<file path="src/rtl/serial_accumulator_pkg.sv">
// Shared definitions for the serial accumulator: FSM state encoding and the
// default operand-count width.
package serial_accumulator_pkg;

  // Width of the operand-count field; the sum is 8 + LEN_W bits wide.
  localparam int DEF_LEN_W = 4;

  typedef enum logic [1:0] {
    ST_IDLE  = 2'd0,
    ST_ACCUM = 2'd1,
    ST_DONE  = 2'd2
  } state_t;

  // Sum width: wide enough for (2^len_w - 1) operands of value 255.
  function automatic int sum_width(input int len_w);
    return 8 + len_w;
  endfunction

endpackage

</file>
<file path="src/rtl/serial_accumulator_if.sv">
// Handshake bundle between a requester (master) and the serial accumulator (slave).
//   start/len        : begin a run of len operands (sampled only when the block is idle)
//   in_valid/in_data : operand stream, transfers when in_valid && in_ready
//   in_ready         : block accepts an operand this cycle
//   out_valid/out_sum: result, held until out_ready
//   busy             : run in progress or result pending
interface serial_accumulator_if #(
  parameter int LEN_W = serial_accumulator_pkg::DEF_LEN_W
);
  localparam int SUM_W = serial_accumulator_pkg::sum_width(LEN_W);

  logic             start;
  logic [LEN_W-1:0] len;
  logic             in_valid;
  logic [7:0]       in_data;
  logic             in_ready;
  logic             out_ready;
  logic             out_valid;
  logic [SUM_W-1:0] out_sum;
  logic             busy;

  modport master (
    output start, len, in_valid, in_data, out_ready,
    input  in_ready, out_valid, out_sum, busy
  );

  modport slave (
    input  start, len, in_valid, in_data, out_ready,
    output in_ready, out_valid, out_sum, busy
  );

endinterface

</file>
<file path="src/rtl/serial_accumulator_cla.sv">
// Existing 8-bit carry-look-ahead adder.
//   a, b : 8-bit operands
//   cin  : carry in
//   sum  : 8-bit sum
//   cout : carry out
module Carry_Look_Ahead_Adder_8bit (
  input  logic [7:0] a,
  input  logic [7:0] b,
  input  logic       cin,
  output logic [7:0] sum,
  output logic       cout
);

  logic [7:0] w_p;
  logic [7:0] w_g;

  assign w_p = a ^ b;
  assign w_g = a & b;

  // Carries are written as the recurrence c[i+1] = g[i] | p[i]&c[i]; the loop
  // unrolls into the flattened look-ahead sum-of-products terms.
  always_comb begin
    logic w_c;
    w_c  = cin;
    sum  = '0;
    for (int unsigned i = 0; i < 8; i++) begin
      sum[i] = w_p[i] ^ w_c;
      w_c    = w_g[i] | (w_p[i] & w_c);
    end
    cout = w_c;
  end

endmodule

</file>
<file path="src/rtl/serial_accumulator.sv">
// Serial accumulator: sums a run of len unsigned 8-bit operands.
//   clk   : clock, rising edge
//   rst_n : asynchronous active-low reset
//   bus   : slave side of serial_accumulator_if (start/len, operand stream,
//           result handshake, busy)
// The low byte is added by an 8-bit CLA; its carry-out bumps the upper
// LEN_W bits, which cannot overflow for up to 2^LEN_W-1 operands.
module serial_accumulator
  import serial_accumulator_pkg::*;
#(
  parameter int LEN_W = DEF_LEN_W
) (
  input  logic                 clk,
  input  logic                 rst_n,
  serial_accumulator_if.slave  bus
);

  state_t           r_state;
  logic [7:0]       r_acc_lo;
  logic [LEN_W-1:0] r_acc_hi;
  logic [LEN_W-1:0] r_cnt;
  logic             r_in_ready;
  logic             r_out_valid;
  logic             r_busy;

  logic [7:0]       w_add_sum;
  logic             w_add_cout;
  logic             w_xfer;
  logic             w_last;

  Carry_Look_Ahead_Adder_8bit u_cla (
    .a    (r_acc_lo),
    .b    (bus.in_data),
    .cin  (1'b0),
    .sum  (w_add_sum),
    .cout (w_add_cout)
  );

  // r_in_ready is high exactly while in ACCUM, so it qualifies transfers.
  assign w_xfer = bus.in_valid & r_in_ready;
  assign w_last = (r_cnt == LEN_W'(1));

  always_ff @(posedge clk or negedge rst_n) begin
    if (!rst_n) begin
      r_state     <= ST_IDLE;
      r_acc_lo    <= '0;
      r_acc_hi    <= '0;
      r_cnt       <= '0;
      r_in_ready  <= 1'b0;
      r_out_valid <= 1'b0;
      r_busy      <= 1'b0;
    end else begin
      case (r_state)
        ST_IDLE: begin
          if (bus.start) begin
            r_acc_lo <= '0;
            r_acc_hi <= '0;
            r_busy   <= 1'b1;
            if (bus.len != '0) begin
              r_cnt      <= bus.len;
              r_in_ready <= 1'b1;
              r_state    <= ST_ACCUM;
            end else begin
              r_out_valid <= 1'b1;
              r_state     <= ST_DONE;
            end
          end
        end

        ST_ACCUM: begin
          if (w_xfer) begin
            r_acc_lo <= w_add_sum;
            r_acc_hi <= r_acc_hi + LEN_W'(w_add_cout);
            r_cnt    <= r_cnt - LEN_W'(1);
            if (w_last) begin
              r_in_ready  <= 1'b0;
              r_out_valid <= 1'b1;
              r_state     <= ST_DONE;
            end
          end
        end

        ST_DONE: begin
          if (bus.out_ready) begin
            r_out_valid <= 1'b0;
            r_busy      <= 1'b0;
            r_state     <= ST_IDLE;
          end
        end

        default: begin
          r_state     <= ST_IDLE;
          r_in_ready  <= 1'b0;
          r_out_valid <= 1'b0;
          r_busy      <= 1'b0;
        end
      endcase
    end
  end

  assign bus.in_ready  = r_in_ready;
  assign bus.out_valid = r_out_valid;
  assign bus.busy      = r_busy;
  assign bus.out_sum   = {r_acc_hi, r_acc_lo};

endmodule

</file>
<file path="src/flat_wrapper.sv">
// flat-port wrapper written by rule: the top's interface ports become plain ports
module serial_accumulator_flat import serial_accumulator_pkg::*;
#(
  parameter int LEN_W = DEF_LEN_W
)
  (clk, rst_n, bus_start, bus_len, bus_in_valid, bus_in_data, bus_out_ready, bus_in_ready, bus_out_valid, bus_out_sum, bus_busy);
  serial_accumulator_if #(.LEN_W(LEN_W)) bus_i ();
  input  logic clk;
  input  logic rst_n;
  input wire logic [$bits(bus_i.start)-1:0] bus_start;
  input wire logic [$bits(bus_i.len)-1:0] bus_len;
  input wire logic [$bits(bus_i.in_valid)-1:0] bus_in_valid;
  input wire logic [$bits(bus_i.in_data)-1:0] bus_in_data;
  input wire logic [$bits(bus_i.out_ready)-1:0] bus_out_ready;
  output wire logic [$bits(bus_i.in_ready)-1:0] bus_in_ready;
  output wire logic [$bits(bus_i.out_valid)-1:0] bus_out_valid;
  output wire logic [$bits(bus_i.out_sum)-1:0] bus_out_sum;
  output wire logic [$bits(bus_i.busy)-1:0] bus_busy;
  assign bus_i.start = bus_start;
  assign bus_i.len = bus_len;
  assign bus_i.in_valid = bus_in_valid;
  assign bus_i.in_data = bus_in_data;
  assign bus_i.out_ready = bus_out_ready;
  assign bus_in_ready = bus_i.in_ready;
  assign bus_out_valid = bus_i.out_valid;
  assign bus_out_sum = bus_i.out_sum;
  assign bus_busy = bus_i.busy;
  serial_accumulator #(.LEN_W(LEN_W)) u_core (.clk(clk), .rst_n(rst_n), .bus(bus_i));
endmodule
</file>
<file path="config.mk">
export PLATFORM = sky130hd
export DESIGN_NAME = serial_accumulator_flat
export DESIGN_NICKNAME = d
export VERILOG_FILES = /design/src/rtl/serial_accumulator_pkg.sv /design/src/rtl/serial_accumulator_if.sv /design/src/rtl/serial_accumulator_cla.sv /design/src/rtl/serial_accumulator.sv /design/src/flat_wrapper.sv
export SDC_FILE = /design/constraint.sdc
export NUM_CORES = 1
export LEC_CHECK = 0
export ABC_AREA = 1
export BUFFER_PORTS_ARGS = -buffer_cell sky130_fd_sc_hd__clkbuf_2
export CORE_MARGIN = 2
export CORE_UTILIZATION = 57
export CTS_CLUSTER_DIAMETER = 30
export DETAILED_ROUTE_END_ITERATION = 10
export HOLD_SLACK_MARGIN = 0.08
export MAX_ROUTING_LAYER = met4
export PLACE_DENSITY = 0.84
export SYNTH_ARGS = -nofsm -noshare
export SYNTH_HDL_FRONTEND = slang
export SYNTH_HIERARCHICAL = 1
export SYNTH_SLANG_ARGS = --single-unit
</file>
<file path="constraint.sdc">
create_clock -name clk -period 12.5 [get_ports clk]
set_clock_uncertainty 0.15 [all_clocks]
set_input_delay 1.875 -clock clk [delete_from_list [all_inputs] [get_ports clk]]
set_output_delay 1.875 -clock clk [all_outputs]
set_load 0.05 [all_outputs]
</file>
* Word level (Yosys, flattened, before mapping)
Cells that the tools add are included.
** Operators by class
- $add $sub $neg :: 2
- Equal/unequal tests :: 9
- Mux-type cells :: 29
- Bitwise logic cells :: 26
- Reduce and logical (&&, ||, !) cells :: 9
** Operators with widths (number)
- 4-bit two-way mux :: 5
- 8-bit two-way mux :: 2
- 4-bit case mux with 2 select lines :: 2
- 8-bit case mux with 2 select lines :: 1
- 1-bit two-way mux :: 10
- 2-bit two-way mux :: 5
- 5-bit AND reduction :: 2
- 1-bit case mux with 3 select lines :: 3
- 1-bit AND :: 8
- 8-bit AND :: 1
- 4-bit AND reduction :: 2
- 8-bit XOR :: 1
- 1-bit bitwise OR :: 7
- 1-bit XOR :: 7
- 2-bit by 1-bit != test with 1-bit output, second input constant :: 3
- 2-bit != test, second input constant :: 3
- 2-bit case mux with 3 select lines :: 1
- 3-bit AND reduction :: 2
- 4-bit by 1-bit adder with 4-bit output :: 1
- 4-bit by 1-bit == test with 1-bit output, second input constant :: 1
- 4-bit nonzero test :: 1
- 4-bit by 1-bit subtractor with 4-bit output, second input constant :: 1
- 2-bit by 1-bit == test with 1-bit output, second input constant :: 1
- 2-bit == test, second input constant :: 1
- 3 further kinds :: 4
** Storage, ports and cells
- Bits in registers :: 21

* Logic depth before layout (Yosys ltp)
- Word-level depth :: 18
- Depth in mapped cells :: 17

* Hierarchy
Netlist, hierarchy kept.
** By module, submodules not included
- serial_accumulator :: instances 1, cells an instance 139, area each 1157.4 um^2, sequential area each 525.5 um^2
- Carry_Look_Ahead_Adder_8bit :: instances 1, cells an instance 18, area each 197.7 um^2, sequential area each 0.0 um^2

* Worst setup path before layout
OpenSTA, ideal clock, no wires.
- Kind :: input port to flip-flop
- Start :: in bus_in_data[0]
- End :: reg u_core.r_acc_hi[2]
- Library setup time :: 123 ps
- Arrival time :: 5359 ps
- Required time :: 12227 ps
- Setup slack :: 6868 ps
- Stages :: 17
- Cells stage by stage :: inv_1 -> fa_1 -> inv_1 -> fa_1 -> fa_1 -> fa_1 -> fa_1 -> fa_1 -> fa_1 -> inv_1 -> fa_1 -> inv_1 -> ha_1 -> ha_1 -> or2_2 -> nand3_1 -> o21ai_1
** On the way
- Cells in the longest elaborated chain, start to end :: 18
** RTL lines
- from (decl) :: RTL line flat_wrapper.sv:13 : input wire logic [$bits(bus_i.in_data)-1:0] bus_in_data;
- 8-bit AND :: RTL line serial_accumulator_cla.sv:18 : assign w_g = a & b;
- 1-bit AND :: RTL line serial_accumulator_cla.sv:28 : w_c = w_g[i] | (w_p[i] & w_c);
- 1-bit bitwise OR :: RTL line serial_accumulator_cla.sv:28
- 1-bit AND :: RTL line serial_accumulator_cla.sv:28
- 1-bit bitwise OR :: RTL line serial_accumulator_cla.sv:28
- 1-bit AND :: RTL line serial_accumulator_cla.sv:28
- 1-bit bitwise OR :: RTL line serial_accumulator_cla.sv:28
- 1-bit AND :: RTL line serial_accumulator_cla.sv:28
- (+3 left out)
- 1-bit AND :: RTL line serial_accumulator_cla.sv:28
- 1-bit bitwise OR :: RTL line serial_accumulator_cla.sv:28
- 1-bit AND :: RTL line serial_accumulator_cla.sv:28
- 1-bit bitwise OR :: RTL line serial_accumulator_cla.sv:28
- named net u_core.w_add_cout :: RTL line serial_accumulator.sv:27 : logic w_add_cout;
- 4-bit by 1-bit adder with 4-bit output :: RTL line serial_accumulator.sv:73 : r_acc_hi <= r_acc_hi + LEN_W'(w_add_cout);
- 4-bit two-way mux :: RTL line serial_accumulator.sv:71 : if (w_xfer) begin
- 4-bit case mux with 2 select lines :: RTL line serial_accumulator.sv:53 : case (r_state)
- to (signal assigned) :: RTL line serial_accumulator.sv:73
- to (decl) :: RTL line serial_accumulator.sv:20 : logic [LEN_W-1:0] r_acc_hi;
The timed path passes the listed nets, and every way through them passes these cells. The select of a mux whose other input is x is not followed.
A chain may end at the register's enable or synchronous reset.

* Final worst setup path
Same ends and word-level chain as after synthesis.

==> impl_metrics.json <==
{
  "first_pass_iters": 4,
  "synth_fa_ha_area_share_pct": 15.5,
  "holdBufCountCts": 0,
  "syn_inst": 157,
  "synth_top_area_share_pct": 38.8,
  "post_drt_wl_per_cell_um": 12.2,
  "final_nets": 219,
  "maxCapViolations": 0,
  "ys_warn_count": 6,
  "numPortBuffers": 31,
  "synth_xor_xnor_area_share_pct": 0,
  "drive_gt1_share_pct": 28.0,
  "cp_data_required_time_ps": 12560,
  "std_cell_rows": 17,
  "via_count": 1118,
  "clk_pin_slew_ps": 120,
  "cts_setup_buffers": 0,
  "fp.coreArea_um2": 2230,
  "synth_cell_types": 21,
  "drt_iter0_markers": 37,
  "synth_area_leader_cell": "dfrtp_1",
  "overflow": 0,
  "synth.avg_cell_area_um2": 8.63,
  "finalCritPeriodShare_pct": 44.9,
  "synthMuxAreaShare_pct": 0,
  "yosys_register_bits": 21,
  "setup_tns_ps": 0,
  "status": "complete, no violations",
  "cts_tree": "yes",
  "root_buffer": "clkbuf_4",
  "maxSlewViolCount": 0,
  "grt_pass1_vias": 1098,
  "synth_compound_gate_area_share_pct": 9.51,
  "powerDensity_nw_per_um2": 257,
  "gp_congestion": 0.909,
  "async_flop_share_pct": 100,
  "cts.sinks": 21,
  "die_height_um": 52.8,
  "cp.arrival_ps": 5670,
  "hold_violations": 0,
  "critPathLaunchType": "input pin",
  "clk-insertion-delay-late_ps": 310,
  "clock_path_buffers": 2,
  "synthesis.area_um2": 1360,
  "grt_max_degree": 26,
  "synth_edf_count": 0,
  "synthSimpleGateAreaFrac_pct": 28.2,
  "n_antenna_cell": 0,
  "yosysMostFrequentCell": "nand2_1",
  "wl_mm": 2.65,
  "vdd_drop_max_v": 0.000156,
  "die_w_um": 52.8,
  "setup_violations": 0,
  "post-route-min-period_ps": 5610,
  "grt_pass1_wl_mm": 4.55,
  "dp_hpwl_mm": 1.98,
  "rsz0062_at_grt": "false",
  "worstMarginPinSlew_ps": 535,
  "area_growth_pct": 13.8,
  "vias_per_cell": 5.15,
  "h-tree-depth": 1,
  "fmax_mhz": 178,
  "syn-num-nets": 186,
  "min_path_type": "reg2reg",
  "synth_seq_area_share_pct": 38.8,
  "die-area_um2": 2780,
  "synth_area_leaders": "dfrtp_1 (39%), nand2_1 (14%), fa_1 (12%)",
  "synth_top_family_by_area": "simple AND/OR/NAND/NOR gates",
  "synth_top_flop_cell": "dfrtp_1",
  "initial_core_util_pct": 60.7,
  "synth_top_cells_by_count": "nand2_1 (51), dfrtp_1 (21), inv_1 (19), nand3_1 (12), o21ai_2 (9)",
  "crit_fanout": 2,
  "numCtsBuffers": 3,
  "p_total_uw": 396,
  "leakagePower_nw": 0.833,
  "worstSetupPathType": "in2reg",
  "cts_resized": 0,
  "end_kind": "register",
  "antenna_left": 0,
  "relSlewSlack_pct": 64.3,
  "antenna_found_initial": 0,
  "track_usage_pct": 23.0,
  "io_pins": 32,
  "drc_errors": 0
}
metal layers:
layer / part of all wire, % / global-route usage (%)
met5: 0 / -
met4: 1.7 / 12.0
met3: 4.5 / 3.43
met2: 51 / 36.7
met1: 43 / 28.3
cell families (layout without fill, tap and decap cells):
| family | after synthesis | in the layout |
|---|---|---|
| AO/OA/AOI/OAI | 19 | 19 |
| flip-flops | 21 | 21 |
| buffers and inverters | 23 | 55 |
| AND/OR/NAND/NOR | 81 | 81 |
| other | 1 | 1 |
| adder cells (fa/ha/maj) | 12 | 12 |
power by group:
group          internal, mW  switching [mW]  leakage, nW
logic                0.0693           0.172        0.544
clock network        0.0125          0.0229       0.0150
registers            0.0943          0.0249        0.275
final cells by class:
class                      count  area, um^2
tap                           28        35.0
clock buffer                   4        26.3
fill                         184         692
sequential                    21         526
inverter                      20        75.1
multi-input combinational    113         724
timing repair buffer          31         155
through the flow:
step	hold slack [ps]	instance area [um^2]	util (%)	setup slack (ps)	std cells
2_1_floorplan	368	1360	-	6870	157
3_3_place_gp	309	1520	67.8	6700	213
3_5_place_dp	309	1520	67.8	6550	213
4_1_cts	339	1540	69.0	6880	217
5_1_grt	393	1540	69.0	6750	217
6_report	335	1540	69.0	6890	217
final timing paths:
check	to	from	slack, ps	depth (start not counted)
worst max register to register	u_core/r_acc_hi[2]	u_core/r_acc_lo[0]	8080	17
worst max-delay path	u_core/r_acc_hi[2]	bus_in_data[0]	6890	18
worst min-delay path	u_core/bus.out_valid	u_core/bus.out_valid	340	2
min in group asynchronous	u_core/r_acc_lo[7]	rst_n	1360	1
worst min register to register	u_core/bus.out_valid	u_core/bus.out_valid	340	2
max in group asynchronous	u_core/r_acc_lo[1]	rst_n	10490	1
flip-flops by register name, indices dropped and copies added (netlist names):
register	flops
u_core/bus.busy	1
u_core/r_acc_lo	8
u_core/r_cnt	4
u_core/r_acc_hi	4
u_core/bus.in_ready	1
u_core/bus.out_valid	1
u_core/r_state	2
cells in the final DEF, fill, tap and decap left out, types with 2 or more instances in the layout:
master	Yosys	final
nand3_1	12	12
nor2_1	6	6
nand2_1	51	51
o21ai_0	6	6
dfrtp_1	21	21
o21ai_2	9	9
nand4_1	2	2
o21ai_1	4	4
nor2_4	3	3
inv_1	19	19
ha_1	4	4
fa_1	8	8
clkbuf_2	0	31
clkbuf_4	0	3
or2_2	3	3
critical path, cell delays in order:
cell	delay, ps
clkbuf_2	80
inv_1	60
fa_1	160
inv_1	40
fa_1	370
fa_1	400
fa_1	410
fa_1	400
fa_1	400
fa_1	390
inv_1	80
fa_1	160
inv_1	40
ha_1	200
ha_1	190
or2_2	270
nand3_1	70
o21ai_1	70
(Power assumes the default switching activity.)
